--- src/rtl/calc1_pkg.sv ---
// Shared codes, widths and state encoding for the calc1 port responder.
package calc1_pkg;

    localparam int unsigned DATA_W = 32;
    localparam int unsigned CMD_W  = 4;
    localparam int unsigned RESP_W = 2;
    localparam int unsigned CNT_W  = 4;

    localparam logic [CMD_W-1:0] CMD_NOP = 4'd0;
    localparam logic [CMD_W-1:0] CMD_ADD = 4'd1;
    localparam logic [CMD_W-1:0] CMD_SUB = 4'd2;
    localparam logic [CMD_W-1:0] CMD_SHL = 4'd5;
    localparam logic [CMD_W-1:0] CMD_SHR = 4'd6;

    localparam logic [RESP_W-1:0] RESP_NONE = 2'd0;
    localparam logic [RESP_W-1:0] RESP_OK   = 2'd1;
    localparam logic [RESP_W-1:0] RESP_ERR  = 2'd2;

    typedef enum logic [1:0] {
        ST_IDLE  = 2'd0,
        ST_OPND2 = 2'd1,
        ST_EXEC  = 2'd2,
        ST_RESP  = 2'd3
    } state_e;

    // Response payload as it leaves the port.
    typedef struct packed {
        logic [RESP_W-1:0] resp;
        logic [DATA_W-1:0] data;
    } resp_t;

endpackage

--- src/rtl/calc1_alu.sv ---
// Combinational calc1 arithmetic: add/sub with overflow/underflow detect, logical shifts.
module calc1_alu
    import calc1_pkg::*;
#(
    parameter int unsigned SHAMT_W = 5
) (
    input  logic [CMD_W-1:0]  cmd,
    input  logic [DATA_W-1:0] op1,
    input  logic [DATA_W-1:0] op2,
    output logic [RESP_W-1:0] resp_c,
    output logic [DATA_W-1:0] result_c
);

    logic [DATA_W:0]    sum;
    logic [SHAMT_W-1:0] shamt;

    // Any path that does not explicitly succeed reports an error with zero data.
    always_comb begin
        sum      = {1'b0, op1} + {1'b0, op2};
        shamt    = op2[SHAMT_W-1:0];
        resp_c   = RESP_ERR;
        result_c = '0;
        case (cmd)
            CMD_ADD: begin
                if (!sum[DATA_W]) begin
                    resp_c   = RESP_OK;
                    result_c = sum[DATA_W-1:0];
                end
            end
            CMD_SUB: begin
                if (op2 <= op1) begin
                    resp_c   = RESP_OK;
                    result_c = op1 - op2;
                end
            end
            CMD_SHL: begin
                resp_c   = RESP_OK;
                result_c = op1 << shamt;
            end
            CMD_SHR: begin
                resp_c   = RESP_OK;
                result_c = op1 >> shamt;
            end
            default: ;
        endcase
    end

endmodule

--- src/rtl/calc1_port_responder.sv ---
// Single-port calc1 responder: two-cycle cmd/operand capture, fixed latency, one-cycle response.
module calc1_port_responder
    import calc1_pkg::*;
#(
    parameter int unsigned LATENCY = 3,
    parameter int unsigned SHAMT_W = 5
) (
    input  logic              c_clk,
    input  logic              reset,
    input  logic [CMD_W-1:0]  req_cmd_in,
    input  logic [DATA_W-1:0] req_data_in,
    output logic [RESP_W-1:0] out_resp,
    output logic [DATA_W-1:0] out_data,
    output logic              busy
);

    // EXEC counts down from LATENCY-1 and leaves when the count is already zero.
    localparam logic [CNT_W-1:0] CNT_LOAD = CNT_W'(LATENCY - 1);

    state_e            state_q, state_d;
    logic [CNT_W-1:0]  cnt_q, cnt_d;
    logic [CMD_W-1:0]  cmd_q, cmd_d;
    logic [DATA_W-1:0] op1_q, op1_d;
    logic [DATA_W-1:0] op2_q, op2_d;
    logic [RESP_W-1:0] resp_d;
    logic [DATA_W-1:0] data_d;
    logic              busy_d;

    logic [DATA_W-1:0] alu_op2;
    logic [RESP_W-1:0] alu_resp;
    logic [DATA_W-1:0] alu_result;

    // With LATENCY = 1 the result is registered in the operand-2 cycle, so bypass the latch.
    assign alu_op2 = (state_q == ST_OPND2) ? req_data_in : op2_q;

    calc1_alu #(
        .SHAMT_W (SHAMT_W)
    ) u_alu (
        .cmd      (cmd_q),
        .op1      (op1_q),
        .op2      (alu_op2),
        .resp_c   (alu_resp),
        .result_c (alu_result)
    );

    // Next-state, latch-enable and output-next logic.
    always_comb begin
        state_d = state_q;
        cnt_d   = cnt_q;
        cmd_d   = cmd_q;
        op1_d   = op1_q;
        op2_d   = op2_q;
        resp_d  = RESP_NONE;
        data_d  = '0;
        case (state_q)
            ST_IDLE: begin
                if (req_cmd_in != CMD_NOP) begin
                    cmd_d   = req_cmd_in;
                    op1_d   = req_data_in;
                    state_d = ST_OPND2;
                end
            end
            ST_OPND2: begin
                op2_d = req_data_in;
                cnt_d = CNT_LOAD;
                if (CNT_LOAD == '0) begin
                    state_d = ST_RESP;
                    resp_d  = alu_resp;
                    data_d  = alu_result;
                end else begin
                    state_d = ST_EXEC;
                end
            end
            ST_EXEC: begin
                if (cnt_q == '0) begin
                    state_d = ST_RESP;
                    resp_d  = alu_resp;
                    data_d  = alu_result;
                end else begin
                    cnt_d = cnt_q - CNT_W'(1);
                end
            end
            ST_RESP: begin
                state_d = ST_IDLE;
            end
            default: begin
                state_d = ST_IDLE;
            end
        endcase
        busy_d = (state_d != ST_IDLE);
    end

    // State, latches and registered outputs; reset aborts any operation in flight.
    always_ff @(posedge c_clk or negedge reset) begin
        if (!reset) begin
            state_q  <= ST_IDLE;
            cnt_q    <= '0;
            cmd_q    <= '0;
            op1_q    <= '0;
            op2_q    <= '0;
            out_resp <= RESP_NONE;
            out_data <= '0;
            busy     <= 1'b0;
        end else begin
            state_q  <= state_d;
            cnt_q    <= cnt_d;
            cmd_q    <= cmd_d;
            op1_q    <= op1_d;
            op2_q    <= op2_d;
            out_resp <= resp_d;
            out_data <= data_d;
            busy     <= busy_d;
        end
    end

endmodule

--- config.mk ---
export PLATFORM = sky130hd
export DESIGN_NAME = calc1_port_responder
export DESIGN_NICKNAME = d
export VERILOG_FILES = /design/src/rtl/calc1_pkg.sv /design/src/rtl/calc1_alu.sv /design/src/rtl/calc1_port_responder.sv
export SDC_FILE = /design/constraint.sdc
export NUM_CORES = 1
export LEC_CHECK = 0
export ABC_AREA = 1
export CAP_MARGIN = 10
export CORE_ASPECT_RATIO = 0.75
export CORE_UTILIZATION = 35
export DETAILED_ROUTE_END_ITERATION = 16
export PLACE_DENSITY_LB_ADDON = 0.08
export SETUP_SLACK_MARGIN = 0.02
export SLEW_MARGIN = 20
export SYNTH_ARGS = -nofsm -noshare
export SYNTH_HDL_FRONTEND = slang
export SYNTH_SLANG_ARGS = --single-unit
--- constraint.sdc ---
create_clock -name c_clk -period 2.75 [get_ports c_clk]
set_input_delay 0.4125 -clock c_clk [delete_from_list [all_inputs] [get_ports c_clk]]
set_output_delay 0.4125 -clock c_clk [all_outputs]
set_load 0.01 [all_outputs]
# Word level (Yosys, flattened, before mapping)

Index checks and enable logic that the tools add are counted.

Input port bits: 38
Register bits after elaboration: 109

Reductions and logical operators: 8
Equal/unequal tests: 8
Order comparisons: 1
Muxes and demuxes: 16
$add $sub $neg: 3
Shift operators: 2

Operators by type and width:

| cell                | number |
|---|---|
| $mux 32             | 5 |
| $pmux 32 s4         | 1 |
| $add 32x32->33      | 1 |
| $le 32x32->1        | 1 |
| $shl 32x5->32       | 1 |
| $shr 32x5->32       | 1 |
| $sub 32x32->32      | 1 |
| $mux 2              | 6 |
| $eq 4x3->1 const B  | 2 |
| $pmux 2 s4          | 1 |
| $pmux 4 s2          | 1 |
| $pmux 2 s3          | 1 |
| $eq 2x2->1 const B  | 2 |
| $eq 4x1->1 const B  | 1 |
| $eq 4x2->1 const B  | 1 |
| $logic_not 4->1     | 1 |
| $mux 4              | 1 |
| $reduce_and 2->1    | 2 |
| $reduce_bool 2->1   | 2 |
| $reduce_bool 4->1   | 1 |
| $sub 4x1->4 const B | 1 |
| $eq 2x1->1 const B  | 1 |
| $logic_not 2->1     | 1 |
| $ne 2x2->1 const B  | 1 |
| $reduce_or 2->1     | 1 |

# Depth between registers and ports, before layout

Gate-level depths: netlist (run 1).

Depth after elaboration: 7
Depth in mapped cells: 24

# Modules after synthesis

Synthesis (run 1) repeated with hierarchy kept, for this count alone.

Cells, all modules: 2319
Area total of the unflattened synthesis: 13126.3 um^2

By module, submodules not included:

| module               | instances | cells each | area each (um^2) | sequential area each (um^2) |
|---|---|---|---|---|
| calc1_alu            | 1         | 1871       | 8913.5           | 0.0 |
| calc1_port_responder | 1         | 448        | 4212.8           | 2727.6 |

# Least setup slack after synthesis (run 1)

OpenSTA, ideal clock, no wires.

Path type: flip-flop to flip-flop
Start: reg state_q[0]
End: reg out_data[18]
Period minus slack after synthesis: 3.023 ns
Arrival: 2.948 ns
Cell stages (with the launch flop): 23
Path buffers: 4
Setup slack: -0.273 ns
Cells stage by stage: dfrtp_1 ha_1 buf_4 buf_6 nand2_2 nand2_4 buf_4 ha_1 fa_1 nand3_1 nand2_1 nand2_1 nand2_1 nand2_1 nand2_1 nand2_1 nand3_2 inv_2 buf_2 nand2_1 nand3_1 nor2_1 nor2_1

Longest elaborated chain between the ends: 7
Elaborated cells between the ends (all ways): 13

RTL lines:

| item                                         | line                             | RTL |
|---|---|---|
| start: declaration                           | calc1_port_responder.sv:20       | `state_e state_q, state_d;` |
| start signal: assignment                     | calc1_port_responder.sv:105      | `state_q <= state_d;` |
| $eq 2x1->1 *                                 | calc1_port_responder.sv:34       | `assign alu_op2 = (state_q == ST_OPND2) ? req_data_in : op2_q;` |
| $mux 32 *                                    | n/a                              |  |
| named net alu_op2[0]                         | calc1_port_responder.sv:29       | `logic [DATA_W-1:0] alu_op2;` |
| $sub 32x32->32, or another cell as far along | calc1_alu.sv:33                  | `result_c = op1 - op2;` |
| $mux 32 (on tied branches)                   | calc1_alu.sv:31, calc1_alu.sv:25 |  |
| $pmux 32 s4 *                                | calc1_alu.sv:23                  | `case (cmd)` |
| $mux 32 *                                    | calc1_port_responder.sv:75       | `if (cnt_q == '0) begin` |
| $mux 32 *                                    | calc1_port_responder.sv:55       | `case (state_q)` |
| named net data_d[18]                         | calc1_port_responder.sv:26       | `logic [DATA_W-1:0] data_d;` |
| end signal: assignment                       | calc1_port_responder.sv:111      | `out_data <= data_d;` |
| end: declaration                             | calc1_port_responder.sv:13       | `output logic [DATA_W-1:0] out_data,` |

The timed path passes the listed nets; every way through them passes the cells marked *.
A chain may end at the register's enable or synchronous reset.

# Worst setup path in the final report (run 1)

Start: reg state_q[1]
End: reg out_data[17]

Longest elaborated chain between the ends: 7
Elaborated cells between the ends (all ways): 13

RTL lines:

| item                                         | line |
|---|---|
| $eq 2x1->1                                   | calc1_port_responder.sv:34 |
| $mux 32                                      | n/a |
| $sub 32x32->32, or another cell as far along | calc1_alu.sv:33 |
| $mux 32 (on tied branches)                   | calc1_alu.sv:31, calc1_alu.sv:25 |
| $pmux 32 s4                                  | calc1_alu.sv:23 |
| $mux 32                                      | calc1_port_responder.sv:75 |
| $mux 32 *                                    | calc1_port_responder.sv:55 |
| named net data_d[17]                         | calc1_port_responder.sv:26 |

Marks and branches as above.

==> results.sh, run 1 <==
export IMPL_finalHoldViolCount=0
export IMPL_yosys_area_top_type="dfrtp_1"
export IMPL_dieArea_mm2=0.0351
export IMPL_routed_wl_um=61100
export IMPL_clockBufferDepth=2
export IMPL_cp_cell_sequence="inv_2 > ha_4 > buf_12 > buf_6 > inv_6 > nand2_4 > nand2_4 > ha_4 > fa_2 > nand3_2 > nand2_4 > nand2_2 > nand2_2 > nand2_2 > nand2_2 > nand2_2 > nand3_4 > buf_12 > a21oi_4 > nor2_2 > a21oi_2"
export IMPL_cts_root_buf="clkbuf_16"
export IMPL_cp_slowest_cell="dfrtp_1"
export IMPL_nNetsFinal=2580
export IMPL_setup_violations=34
export IMPL_drtIter0Drc=1645
export IMPL_drtAntennaViolNets=0
export IMPL_r2r_end="out_data[17]$_DFF_PN0_"
export IMPL_cts_tree="yes"
export IMPL_syn_nets=2156
export IMPL_grt_use_total_pct=34.6
export IMPL_wire_per_inst_um=20.9
export IMPL_r2r_cells=21
export IMPL_boundaryPins=73
export IMPL_drc_errors=0
export IMPL_failed_checks="setup timing"
export IMPL_fin_setup_tns_ps=-9760
export IMPL_synth_top_cell_area_share_pct=22.7
export IMPL_drv_slew=0
export IMPL_status="complete, but fails checks"
export IMPL_avgSynthCellArea_um2=5.88
export IMPL_synth_edf_count=0
export IMPL_globalRouteOverflowTotal=0
export IMPL_worstPathRequired_ps=3060
export IMPL_clk_insertion_delay_late_ps=390
export IMPL_arrival_ps=3420
export IMPL_startpoint="state_q[1]$_DFF_PN0_"
export IMPL_numClockSinks=109
export IMPL_pre_cts_slack_ps=-541
export IMPL_fp_dieH_um=163
export IMPL_setup_slack_ps=-351
export IMPL_hold_slack_ps=91.5
export IMPL_portBuffers=72
export IMPL_path_clk_slew_ps=80
export IMPL_timing_fmax_mhz=322
export IMPL_syn_inst=2046
export IMPL_max_stage_delay_ps=390
export IMPL_cap_viol_max_count=0
export IMPL_h_tree_depth=3
export IMPL_tightest_slew_ps=928
export IMPL_synthArstFlopShare_pct=100
export IMPL_rr_startpoint="state_q[1]$_DFF_PN0_"
export IMPL_rsz0062_at_grt="true"
export IMPL_start_kind="flop"
export IMPL_fin_cells=2924
export IMPL_avgViaCountPerCell=5.29
export IMPL_grt_pass1_wl_um=89700
export IMPL_cp_max_fo=7
export IMPL_ys_flop_type="dfrtp_1"
export IMPL_post_route_period_util_pct=113
export IMPL_place_hpwl_um=49000
export IMPL_synth_distinct_cells=41
export IMPL_min_period_ps=3100
export IMPL_grt_max_degree=110
export IMPL_gp_congestion=0.982
export IMPL_num_vias=15500
export IMPL_start_util_pct=35.7
export IMPL_critPathMostFrequentCell="nand2_2"
export IMPL_ys_ff_latch=109
export IMPL_diodes=0
export IMPL_crit_type="reg2reg"
export IMPL_syn_cell_area_mm2=0.0120
export IMPL_synth_area_top_cells="dfrtp_1, nand2_1, nand3_1"
export IMPL_yosysSeqAreaShare_pct=22.7
export IMPL_area_delta_synth_final_pct=52.0
export IMPL_dr_pass1_iters=5
export IMPL_slew_headroom_pct=37.6
export IMPL_grt_pass1_vias=14600
export IMPL_core_mm2=0.0337
export IMPL_numCtsBuffers=9
export IMPL_row_count=58
export IMPL_hp_class="in2async"
export IMPL_yosys_warnings=0
export IMPL_die_x_um=216
export IMPL_placedCellCount=2883
export IMPL_drive_above_1_share_pct=31.9
export IMPL_antenna_found_initial=0
export IMPL_fin_skew_ps=13.9
export IMPL_rrSetupSlack_ps=-350
export IMPL_cp_end_kind="flop"
cell type report:
cell class	count	area, um^2
fillers	3459	15400
multi-input cells	1611	9420
repair buffers	498	4380
flip-flops and latches	109	2730
inverters	241	927
well taps	450	563
clock buffers	10	239
clock inverters	5	42.5
per-stage QoR:
step,instance area (um^2),util (%)
after global placement,16500,48.9
after CTS,17500,52.1
after global routing,18300,54.3
final,18300,54.3
after detailed placement,16500,48.9
after floorplan,12500,-
cell families after synthesis:
kind of cell / after synthesis / synth area share [%]
AO/OA/AOI/OAI: 268 / 12.1
XOR/XNOR: 33 / 2.40
adder cells (fa/ha/maj): 72 / 7.55
buffers and inverters: 326 / 11.1
flip-flops: 109 / 22.7
multiplexers: 2 / 0.187
AND/OR/NAND/NOR: 1236 / 43.9
per-layer routing:
metal	GRT usage [%]	wire (um)
met2	48.6	24200
met1	50.9	29700
met3	8.94	5350
met4	10.6	1880
met5	0	0
critical path, delay by kind of cell (launching register included):
| family | cells | cell delay (ps) |
|---|---|---|
| and+or+nand+nor | 11 | 870 |
| buffers and inverters | 5 | 680 |
| DFF | 1 | 390 |
| AOI/OAI and AO/OA | 2 | 270 |
| adders and majority gates | 3 | 790 |
layout by cell type (no fill, tap or decap), types with 4 or more instances in the layout:
cell type,netlist,routed
a21oi_2,10,57
ha_4,0,29
nand3_1,356,343
inv_4,1,5
nor2_1,204,145
buf_12,1,24
o21ai_1,4,21
nand2_2,21,73
nand2_1,595,531
nor3_1,21,13
buf_6,3,11
dfrtp_1,109,109
nor2_4,0,13
o21ai_0,83,35
nand3_2,3,14
o21a_1,5,4
nor3_2,0,5
ha_1,71,37
o21ai_4,0,12
inv_1,229,207
inv_2,11,27
buf_4,7,384
nor2_2,1,47
clkdlybuf4s50_1,0,71
nand4_1,28,28
ha_2,0,5
nand2_4,2,14
a21o_1,4,4
a21oi_4,1,7
clkbuf_16,0,11
a21oi_1,143,90
xor2_1,30,29
o21ai_2,0,19
repair_timing:
| item | CTS | global route |
|---|---|---|
| endpoints found under the setup margin | 34 | 34 |
| setup buffers | 11 | 10 |
| gates resized for setup | 163 | 170 |
| hold buffers | 0 | 0 |
| cloned | 4 | 2 |
| pin swaps | 36 | 60 |
synth_stat cells, types with 28 or more instances:
library cell  instances
buf_2                37
ha_1                 71
a21oi_1             143
nand2_1             595
clkbuf_1             31
nand4_1              28
inv_1               229
nand3_1             356
xor2_1               30
dfrtp_1             109
o21ai_0              83
nor2_1              204
flip-flops by register name (all words and copies together) (netlist names):
| name | count |
|---|---|
| cmd_q | 4 |
| op2_q | 32 |
| state_q | 2 |
| op1_q | 32 |
| cnt_q | 4 |
| out_resp | 2 |
| out_data | 32 |
| busy | 1 |
how the worst max path moves through the flow:
stage,to,slack (ps),cells after the start
2_1_floorplan,out_data[18]$_DFF_PN0_,-7,20
3_3_place_gp,out_resp[1]$_DFF_PN0_,-560,17
3_5_place_dp,out_resp[1]$_DFF_PN0_,-540,17
4_1_cts,out_resp[1]$_DFF_PN0_,-300,17
5_1_grt,out_resp[1]$_DFF_PN0_,-460,18
6_report,out_data[17]$_DFF_PN0_,-350,21
Power of run 1 is left out: the tool's default activity adds up to more than one toggle a clock period on the data nets, which glitch-free logic cannot reach.
==> inputs of run 2 (changes only) <==
CTS_CLUSTER_SIZE = 20   (was not set)
==> results of run 2 <==
No change in the layout: final DEF, timing and power equal those of run 1.
Power of run 2 is left out for the same reason.
==> inputs of run 3 (changes only) <==
SLEW_MARGIN = not set   (was 20)
==> results of run 3 <==
No change in the layout: final DEF, timing and power equal those of run 1.
Power of run 3 is left out for the same reason.
